## config.mk

```make
export PLATFORM = sky130hd
export DESIGN_NAME = rxtx_fifo_buffer
export DESIGN_NICKNAME = d
export VERILOG_FILES = /design/src/rtl/rxtx_buf_pkg.sv /design/src/rtl/sync_fifo_channel.sv /design/src/rtl/rxtx_fifo_buffer.sv
export SDC_FILE = /design/constraint.sdc
export NUM_CORES = 2
export LEC_CHECK = 0
export CAP_MARGIN = 10
export CORE_ASPECT_RATIO = 2
export CORE_MARGIN = 2
export CORE_UTILIZATION = 50
export CTS_BUF_LIST = sky130_fd_sc_hd__clkbuf_8 sky130_fd_sc_hd__clkbuf_16
export DETAILED_ROUTE_END_ITERATION = 6
export DONT_BUFFER_PORTS = 1
export PLACE_DENSITY = 0.68
export SLEW_MARGIN = 20
export SYNTH_ARGS = -nofsm -noshare
export SYNTH_HDL_FRONTEND = slang
export SYNTH_HIERARCHICAL = 1
export SYNTH_SLANG_ARGS = --single-unit
```

## constraint.sdc

```tcl
create_clock -name clock -period 5.2 [get_ports clock]
set_input_delay 0.78 -clock clock [delete_from_list [all_inputs] [get_ports clock]]
set_output_delay 0.78 -clock clock [all_outputs]
set_load 0.02 [all_outputs]
```

## src/rtl/rxtx_buf_pkg.sv

```systemverilog
// Shared constants and helpers for the rx/tx FIFO buffer.
// Optional almost-full/almost-empty flags are enabled with FIFO_ALMOST_FLAGS_EN.
package rxtx_buf_pkg;

  localparam int DEF_DATA_WIDTH = 8;
  localparam int DEF_DEPTH      = 256;

  // Bit positions inside err_ovf / err_unf.
  localparam int ERR_RX = 0;
  localparam int ERR_TX = 1;

  // Ceiling log2, used to size pointers from DEPTH.
  function automatic int clogb2(input int value);
    int result;
    result = 0;
    for (int i = 0; i < 32; i++) begin
      if ((1 << i) < value) result = i + 1;
    end
    return result;
  endfunction

endpackage

```

## src/rtl/sync_fifo_channel.sv

```systemverilog
// One single-clock FIFO channel: RAM, pointers, occupancy, flags and error pulses.
// FIFO_ALMOST_FLAGS_EN adds registered afull/aempty outputs.
module sync_fifo_channel
  import rxtx_buf_pkg::*;
#(
  parameter int DATA_WIDTH = DEF_DATA_WIDTH,
  parameter int DEPTH      = DEF_DEPTH,
`ifdef FIFO_ALMOST_FLAGS_EN
  parameter int AF_LEVEL   = DEPTH - 4,
  parameter int AE_LEVEL   = 4,
`endif
  localparam int AW        = clogb2(DEPTH)
) (
  input  logic                  clock,
  input  logic                  reset_n,
  input  logic                  push,
  input  logic [DATA_WIDTH-1:0] wdata,
  input  logic                  pop,
  input  logic                  flush,
  output logic [DATA_WIDTH-1:0] rdata,
  output logic                  rvalid,
  output logic                  full,
  output logic                  empty,
  output logic [AW:0]           count,
`ifdef FIFO_ALMOST_FLAGS_EN
  output logic                  afull,
  output logic                  aempty,
`endif
  output logic                  ovf_evt,
  output logic                  unf_evt
);

  localparam logic [AW:0]   CNT_ONE = (AW+1)'(1);
  localparam logic [AW:0]   CNT_MAX = (AW+1)'(DEPTH);
  localparam logic [AW-1:0] PTR_ONE = AW'(1);

  logic [DATA_WIDTH-1:0] mem [DEPTH];
  logic [AW-1:0]         wr_ptr;
  logic [AW-1:0]         rd_ptr;
  logic                  wr_en;
  logic                  rd_en;
  logic [AW:0]           count_nxt;

  // NOTE: every always_comb output gets a default first so no path leaves it unassigned (no latch).
  always_comb begin
    wr_en     = 1'b0;
    rd_en     = 1'b0;
    ovf_evt   = 1'b0;
    unf_evt   = 1'b0;
    count_nxt = count;
    if (flush) begin
      count_nxt = '0;
    end else begin
      rd_en   = pop && !empty;
      // At full, a coincident pop frees a slot so the push is accepted.
      wr_en   = push && (!full || rd_en);
      ovf_evt = push && !wr_en;
      unf_evt = pop && !rd_en;
      case ({wr_en, rd_en})
        2'b10:   count_nxt = count + CNT_ONE;
        2'b01:   count_nxt = count - CNT_ONE;
        default: count_nxt = count;
      endcase
    end
  end

  // NOTE: RAM contents carry no reset, so the array maps onto block RAM.
  always_ff @(posedge clock) begin
    if (wr_en) mem[wr_ptr] <= wdata;
  end

  // NOTE: non-blocking reads see the old word when push and pop hit the same address at full.
  always_ff @(posedge clock or negedge reset_n) begin
    if (!reset_n) begin
      wr_ptr <= '0;
      rd_ptr <= '0;
      count  <= '0;
      full   <= 1'b0;
      empty  <= 1'b1;
      rvalid <= 1'b0;
      rdata  <= '0;
    end else begin
      count <= count_nxt;
      full  <= (count_nxt == CNT_MAX);
      empty <= (count_nxt == '0);
      if (flush) begin
        wr_ptr <= '0;
        rd_ptr <= '0;
        rvalid <= 1'b0;
      end else begin
        rvalid <= rd_en;
        if (wr_en) wr_ptr <= wr_ptr + PTR_ONE;
        if (rd_en) begin
          rd_ptr <= rd_ptr + PTR_ONE;
          rdata  <= mem[rd_ptr];
        end
      end
    end
  end

`ifdef FIFO_ALMOST_FLAGS_EN
  always_ff @(posedge clock or negedge reset_n) begin
    if (!reset_n) begin
      afull  <= 1'b0;
      aempty <= 1'b1;
    end else begin
      afull  <= (count_nxt >= (AW+1)'(AF_LEVEL));
      aempty <= (count_nxt <= (AW+1)'(AE_LEVEL));
    end
  end
`endif

endmodule

```

## src/rtl/rxtx_fifo_buffer.sv

```systemverilog
// Receive and transmit FIFO pair with sticky overflow/underflow flags.
// FIFO_ALMOST_FLAGS_EN adds rx/tx almost-full and almost-empty outputs.
module rxtx_fifo_buffer
  import rxtx_buf_pkg::*;
#(
  parameter int DATA_WIDTH = DEF_DATA_WIDTH,
  parameter int DEPTH      = DEF_DEPTH,
`ifdef FIFO_ALMOST_FLAGS_EN
  parameter int AF_LEVEL   = DEPTH - 4,
  parameter int AE_LEVEL   = 4,
`endif
  localparam int AW        = clogb2(DEPTH)
) (
  input  logic                  clock,
  input  logic                  reset_n,
  input  logic                  rx_push,
  input  logic [DATA_WIDTH-1:0] rx_wdata,
  input  logic                  rx_pop,
  output logic [DATA_WIDTH-1:0] rx_rdata,
  output logic                  rx_rvalid,
  output logic                  rx_full,
  output logic                  rx_empty,
  output logic [AW:0]           rx_count,
  input  logic                  rx_flush,
  input  logic                  tx_push,
  input  logic [DATA_WIDTH-1:0] tx_wdata,
  input  logic                  tx_pop,
  output logic [DATA_WIDTH-1:0] tx_rdata,
  output logic                  tx_rvalid,
  output logic                  tx_full,
  output logic                  tx_empty,
  output logic [AW:0]           tx_count,
  input  logic                  tx_flush,
`ifdef FIFO_ALMOST_FLAGS_EN
  output logic                  rx_afull,
  output logic                  rx_aempty,
  output logic                  tx_afull,
  output logic                  tx_aempty,
`endif
  output logic [1:0]            err_ovf,
  output logic [1:0]            err_unf,
  input  logic                  err_clr
);

  logic       rx_ovf, rx_unf, tx_ovf, tx_unf;
  logic [1:0] ovf_set, unf_set;

  sync_fifo_channel #(
    .DATA_WIDTH (DATA_WIDTH),
`ifdef FIFO_ALMOST_FLAGS_EN
    .AF_LEVEL   (AF_LEVEL),
    .AE_LEVEL   (AE_LEVEL),
`endif
    .DEPTH      (DEPTH)
  ) u_rx (
    .clock   (clock),
    .reset_n (reset_n),
    .push    (rx_push),
    .wdata   (rx_wdata),
    .pop     (rx_pop),
    .flush   (rx_flush),
    .rdata   (rx_rdata),
    .rvalid  (rx_rvalid),
    .full    (rx_full),
    .empty   (rx_empty),
    .count   (rx_count),
`ifdef FIFO_ALMOST_FLAGS_EN
    .afull   (rx_afull),
    .aempty  (rx_aempty),
`endif
    .ovf_evt (rx_ovf),
    .unf_evt (rx_unf)
  );

  sync_fifo_channel #(
    .DATA_WIDTH (DATA_WIDTH),
`ifdef FIFO_ALMOST_FLAGS_EN
    .AF_LEVEL   (AF_LEVEL),
    .AE_LEVEL   (AE_LEVEL),
`endif
    .DEPTH      (DEPTH)
  ) u_tx (
    .clock   (clock),
    .reset_n (reset_n),
    .push    (tx_push),
    .wdata   (tx_wdata),
    .pop     (tx_pop),
    .flush   (tx_flush),
    .rdata   (tx_rdata),
    .rvalid  (tx_rvalid),
    .full    (tx_full),
    .empty   (tx_empty),
    .count   (tx_count),
`ifdef FIFO_ALMOST_FLAGS_EN
    .afull   (tx_afull),
    .aempty  (tx_aempty),
`endif
    .ovf_evt (tx_ovf),
    .unf_evt (tx_unf)
  );

  always_comb begin
    ovf_set         = '0;
    unf_set         = '0;
    ovf_set[ERR_RX] = rx_ovf;
    ovf_set[ERR_TX] = tx_ovf;
    unf_set[ERR_RX] = rx_unf;
    unf_set[ERR_TX] = tx_unf;
  end

  // A new error event in the same cycle as err_clr wins over the clear.
  always_ff @(posedge clock or negedge reset_n) begin
    if (!reset_n) begin
      err_ovf <= '0;
      err_unf <= '0;
    end else begin
      err_ovf <= (err_clr ? 2'b00 : err_ovf) | ovf_set;
      err_unf <= (err_clr ? 2'b00 : err_unf) | unf_set;
    end
  end

endmodule
```

Word-level counts from Yosys, hierarchy flattened. Memories as Yosys holds them, arrays and structs flattened. A register that Yosys moved wholly into a read port is not among the register bits. Cells that the tools add are included.

Register bits: 204. Memories kept: 2. Output and inout bits: 92. Word-level logic and storage cells: 90. Bits in writable memories: 4096.

Bitwise operators: 4. Equality and inequality tests: 6. Muxes and demuxes: 28. Reduce and logical (&&, ||, !) cells: 28. Add/sub/neg operators: 8.

Memories: u_rx.mem (words 256, bits a word 8, read ports 1, clocked after Yosys merged registers in 1, write ports 1, line sync_fifo_channel.sv:37) `logic [DATA_WIDTH-1:0] mem [DEPTH];`; u_tx.mem (words 256, bits a word 8, read ports 1, clocked after Yosys merged registers in 1, write ports 1, line sync_fifo_channel.sv:37).

Operators by type and width (number): 2-to-1 mux 32 bit (8); one-hot mux 33 bit (2 select lines) (2); adder 32 x 1 -> 32 bit, second input constant (4); adder 33 x 1 -> 33 bit, second input constant (2); equality test 33 x 9 -> 1 bit, second input constant (2); logical NOT 33 bit (2); 2-to-1 mux 33 bit (2); subtractor 33 x 1 -> 33 bit, second input constant (2); 2-to-1 mux 1 bit (14); logical NOT 1 bit (10); logical AND 1 bit (8); nonzero test 2 bit (4); equality test 2 x 1 -> 1 bit, second input constant (2); equality test 2 bit, second input constant (2); 2-to-1 mux 2 bit (2); OR 2 bit (2); AND reduction 2 bit (2); logical OR 1 bit (2); NOT 1 bit (2).

Logic depth before layout (Yosys ltp).
Depth after elaboration: 8. Depth in mapped cells: 25.

Hierarchy. The synthesis kept the hierarchy.

By module, submodules not included: sync_fifo_channel (cells each 4757, times used 2, sequential area each 63001.7 um^2, area an instance 84823.9 um^2); rxtx_fifo_buffer (cells each 9, times used 1, sequential area each 100.1 um^2, area an instance 133.9 um^2).

Worst setup path before layout. No wires, ideal clock.

Path type: input to register. Start point: in tx_pop. End point: reg u_tx.full. Path buffers: 8. Path slack: -0.737 ns. Data arrival time: 5.836 ns. Stages: 25. Cells stage by stage: nand2b_1 -> nand2_1 -> and2_1 -> clkbuf_1 -> inv_1 -> ha_1 -> buf_6 -> buf_8 -> buf_6 -> buf_6 -> clkbuf_1 -> buf_2 -> buf_1 -> xor2_1 -> ha_1 -> nand4bb_1 -> nand4_1 -> a21oi_2 -> o31ai_2 -> a21oi_2 -> mux2i_1 -> mux2_4 -> or4b_1 -> or4_1 -> nor4_1.

Longest elaborated chain between the ends: 7.

Ends and longest elaborated chain: start: declaration (line rxtx_fifo_buffer.sv:27) `input logic tx_pop,`; logical AND 1 bit * (line sync_fifo_channel.sv:54) `rd_en = pop && !empty;`; logical OR 1 bit (line sync_fifo_channel.sv:56) `wr_en = push && (!full || rd_en);`; logical AND 1 bit (line sync_fifo_channel.sv:56); equality test 2 x 1 -> 1 bit or equality test 2 bit (tied branches) (line sync_fifo_channel.sv:59) `case ({wr_en, rd_en})`; one-hot mux 33 bit (2 select lines) * (line sync_fifo_channel.sv:59); 2-to-1 mux 33 bit * (line sync_fifo_channel.sv:51) `if (flush) begin`; net u_tx.count_nxt[26] (line sync_fifo_channel.sv:42) `logic [AW:0] count_nxt;`; equality test 33 x 9 -> 1 bit * (line sync_fifo_channel.sv:84) `full <= (count_nxt == CNT_MAX);`; end signal: assignment (line sync_fifo_channel.sv:84); end: declaration (line sync_fifo_channel.sv:22) `output logic full,`.

The timed path passes the listed nets; every way through them passes the cells marked *. A chain may end at the register's enable or synchronous reset.

Worst setup path in the final report.
Start point: reg u_tx.empty. End point: reg u_tx.empty.

Longest elaborated chain between the ends: 8.

Ends and longest elaborated chain: start: declaration (line sync_fifo_channel.sv:23) `output logic empty,`; start signal: assignment (line sync_fifo_channel.sv:85) `empty <= (count_nxt == '0);`; logical NOT 1 bit * (line sync_fifo_channel.sv:54); logical AND 1 bit * (line sync_fifo_channel.sv:54); logical OR 1 bit (line sync_fifo_channel.sv:56); logical AND 1 bit (line sync_fifo_channel.sv:56); equality test 2 x 1 -> 1 bit or equality test 2 bit (tied branches) (line sync_fifo_channel.sv:59); one-hot mux 33 bit (2 select lines) * (line sync_fifo_channel.sv:59); 2-to-1 mux 33 bit * (line sync_fifo_channel.sv:51); net u_tx.count_nxt[26] (line sync_fifo_channel.sv:42); logical NOT 33 bit * (line sync_fifo_channel.sv:85).

Marked as above.

==> impl_metrics.ini <==
[status]
status = finished with violations
violations = max-slew violations

[power]
power_density_nw_per_um2 = 393
ir_drop_uv = 364
p_leak_nw = 58.1

[synth]
yosys.cell_count.top_type = edfxtp_1
synth.area.top_cells = edfxtp_1, mux4_2, mux2i_1, o221ai_1, nor2_1
synth_edf_count = 4096
syn-num-nets = 9564
syn_inst = 9523
synthArstFlopShare_pct = 2.94
yosys.area_share.simple_pct = 3.68
syn_area_um2 = 170000
synth_top_area_cell = edfxtp_1
synth-xor-area-share_pct = 0.485
synth_cell_type_count = 78
yosys-top-cells-count = edfxtp_1, mux2i_1, nor2_1, mux4_2, o221ai_1
synthFlopType = edfxtp_1
ys_ff_latch = 4220
ys_seq_area_share_pct = 74.3
synth_compound_area_share_pct = 6.13
synth_top_family_by_area = multiplexers
yosysWarnings = 6
netlist.area_leader.share_pct = 72.4
synthAdderAreaFrac_pct = 0.118
yosys-mux-area-fraction_pct = 13.7
synth_area_per_cell_um2 = 17.8

[timing]
finalCritPeriodShare_pct = 94.0
grt_setup_unrepaired = no
skew_ns = 0.0624
hold_viol_final = 0
post-route-min-period_ns = 4.89
maxSlewViolCount = 56
setup_tns_ns = 0
setup_viol = 0
slew_headroom_pct = -2.44
fin_ws_ns = 0.313
worst_pin_slew_ns = 1.54
hold_ws_ns = 0.0648
fmax_ghz = 0.205

[critical_path]
start_kind = flip-flop
end_kind = flip-flop
slowest_stage = dfstp_2
cp_top_family = simple AND/OR/NAND/NOR gates
reg2reg_depth = 16
worstSetupPathType = reg -> reg
reg2reg_to = u_tx/empty
cp_num_buf_inv = 2
cp_num_cells = 16
crit_path_max_fanout = 22
worstPathArrival_ns = 5.70
rrSetupSlack_ns = 0.31
path_cells = nand2b_4, nand2_2, and2_4, inv_6, ha_4, buf_4, nand2b_1, o21ai_1, nor2_1, o31ai_2, a21oi_2, mux2i_1, mux2_4, or4b_1, or4_1, nor4_1
max_stage_delay_ns = 0.61
r2r_start = u_tx/empty
required_ns = 6.01

[detailed_routing]
drt-pass1-iter-count = 6
routedWlPerCell_um = 31.8
vias_per_cell = 6.40
antenna_left = 0
wirelength_um = 453000
first_iter_violations = 8930
drc = 0
num_vias = 91084

[clocking]
clk_path_buf_depth = 4
cts_tree = yes
clockRootBuffer = clkbuf_16
h-tree-depth = 5
insertion_delay_ns = 0.94
cts_buffers = 363
cts.sinks = 4220
clk_pin_slew_ns = 0.06

[global_route]
met3_usage_pct = 3.33
overflow = 0
met1_usage_pct = 26.2
grt_pass1_wl_um = 649000
grt_use_met2_pct = 48.3
grt_pass1_vias = 93296
grt_antenna_before_repair = 6
busiest_layer = met2
track_usage_pct = 25.8
grt_max_degree = 257

[finish]
final_layout_size_suffix_gt1_share_pct = 15.1
layoutNonFillerInstCount = 14241
fillers = 25293
syn2layout_area_growth_pct = 10.6
fin_nets = 9579
fin_util_pct = 55.5

[floorplan]
dieArea_um2 = 345000
num_rows = 302
fp.coreArea_um2 = 338000
ios = 117
initial_core_util_pct = 50.2
die_w_um = 416
die_h_um = 828

[hold_path]
min_to = u_tx/mem[219][6]
min_path_cells = 0
hp-start = tx_wdata[6]
min_path_type = in -> reg

[place]
dp_hpwl_um = 286000
placed_cells = 13544
place_ws_ns = 0.230
gp_congestion = 0.919
io_buffer_count = 0

[flow_run]
max_cap_violations = 0
==> cell families after synthesis <==
group | count (synthesis)
xor+xnor | 94
fa+ha+maj | 16
simple gates | 1398
buf+inv | 693
flops | 4220
mux | 1602
compound gates | 1500
==> how the worst max path moves through the flow <==
stage	end	start	slack, ns
2_1_floorplan	u_tx/empty	tx_pop	-0.06
3_3_place_gp	u_rx/empty	rx_pop	0.20
5_1_grt	u_tx/empty	u_tx/empty	0.08
3_5_place_dp	u_rx/empty	rx_pop	0.23
4_1_cts	u_tx/empty	u_tx/empty	0.35
6_report	u_tx/empty	u_tx/empty	0.31
==> layer usage <==
layer  share of wire, %  vias up
met2                 55     3714
met3                5.3     1258
met5             0.0080        -
met4                8.6        4
li1                   -    38858
met1                 32    47250
==> sequential cells by signal, indices dropped and copies added, names as in the netlist <==
register / count
u_tx/count: 33
u_rx/rvalid: 1
u_tx/empty: 1
u_rx/full: 1
u_rx/mem: 2048
u_rx/rdata: 8
u_tx/rvalid: 1
u_tx/mem: 2048
u_rx/count: 33
u_tx/full: 1
err_ovf: 2
u_tx/wr_ptr: 8
u_rx/rd_ptr: 8
u_rx/empty: 1
u_tx/rdata: 8
err_unf: 2
u_rx/wr_ptr: 8
u_tx/rd_ptr: 8
==> through the flow <==
step,instance area [um^2],power [W]
floorplan,170000,0.0445
global placement,175000,0.0472
detailed placement,175000,0.0473
CTS,188000,0.0741
global route,188000,0.0758
finish,188000,0.0738
==> area by class of cell <==
type                       count  area, um^2  share of cell area, %
clock buffer                 377        9360                   4.98
timing repair buffer         308        3180                   1.69
clock inverter               279        2400                   1.28
inverter                      35         151                 0.0806
tap                         4408        5520                   2.94
multi-input combinational   4610       41000                   21.8
antenna                        4        10.0                0.00533
sequential                  4220      126000                   67.2
==> cells in the final DEF, fill, tap and decap left out, drive strengths merged, types with 76 or more instances in the layout <==
master  count
o21ai      76
nor2      830
mux4      568
edfxtp   4096
inv       112
clkbuf    377
clkinv    145
a21oi     454
o22ai     254
dfrtp     122
nor3      150
mux2i    1006
nand2     156
o221ai    490
buf       284
==> what timing repair did <==
item | 4_1_cts | 5_1_grt
hold buffers | 29 | 6
endpoints found under the setup margin | 0 | 0
buffers inserted | 0 | 0
gates resized for setup | 0 | 0
hold endpoints to repair | 617 | 33
==> power breakdown <==
group          switching (W)  internal, W
clock                 0.0121       0.0149
combinational        0.00494      0.00370
sequential          0.000700       0.0375
(Power assumes the default switching activity.)
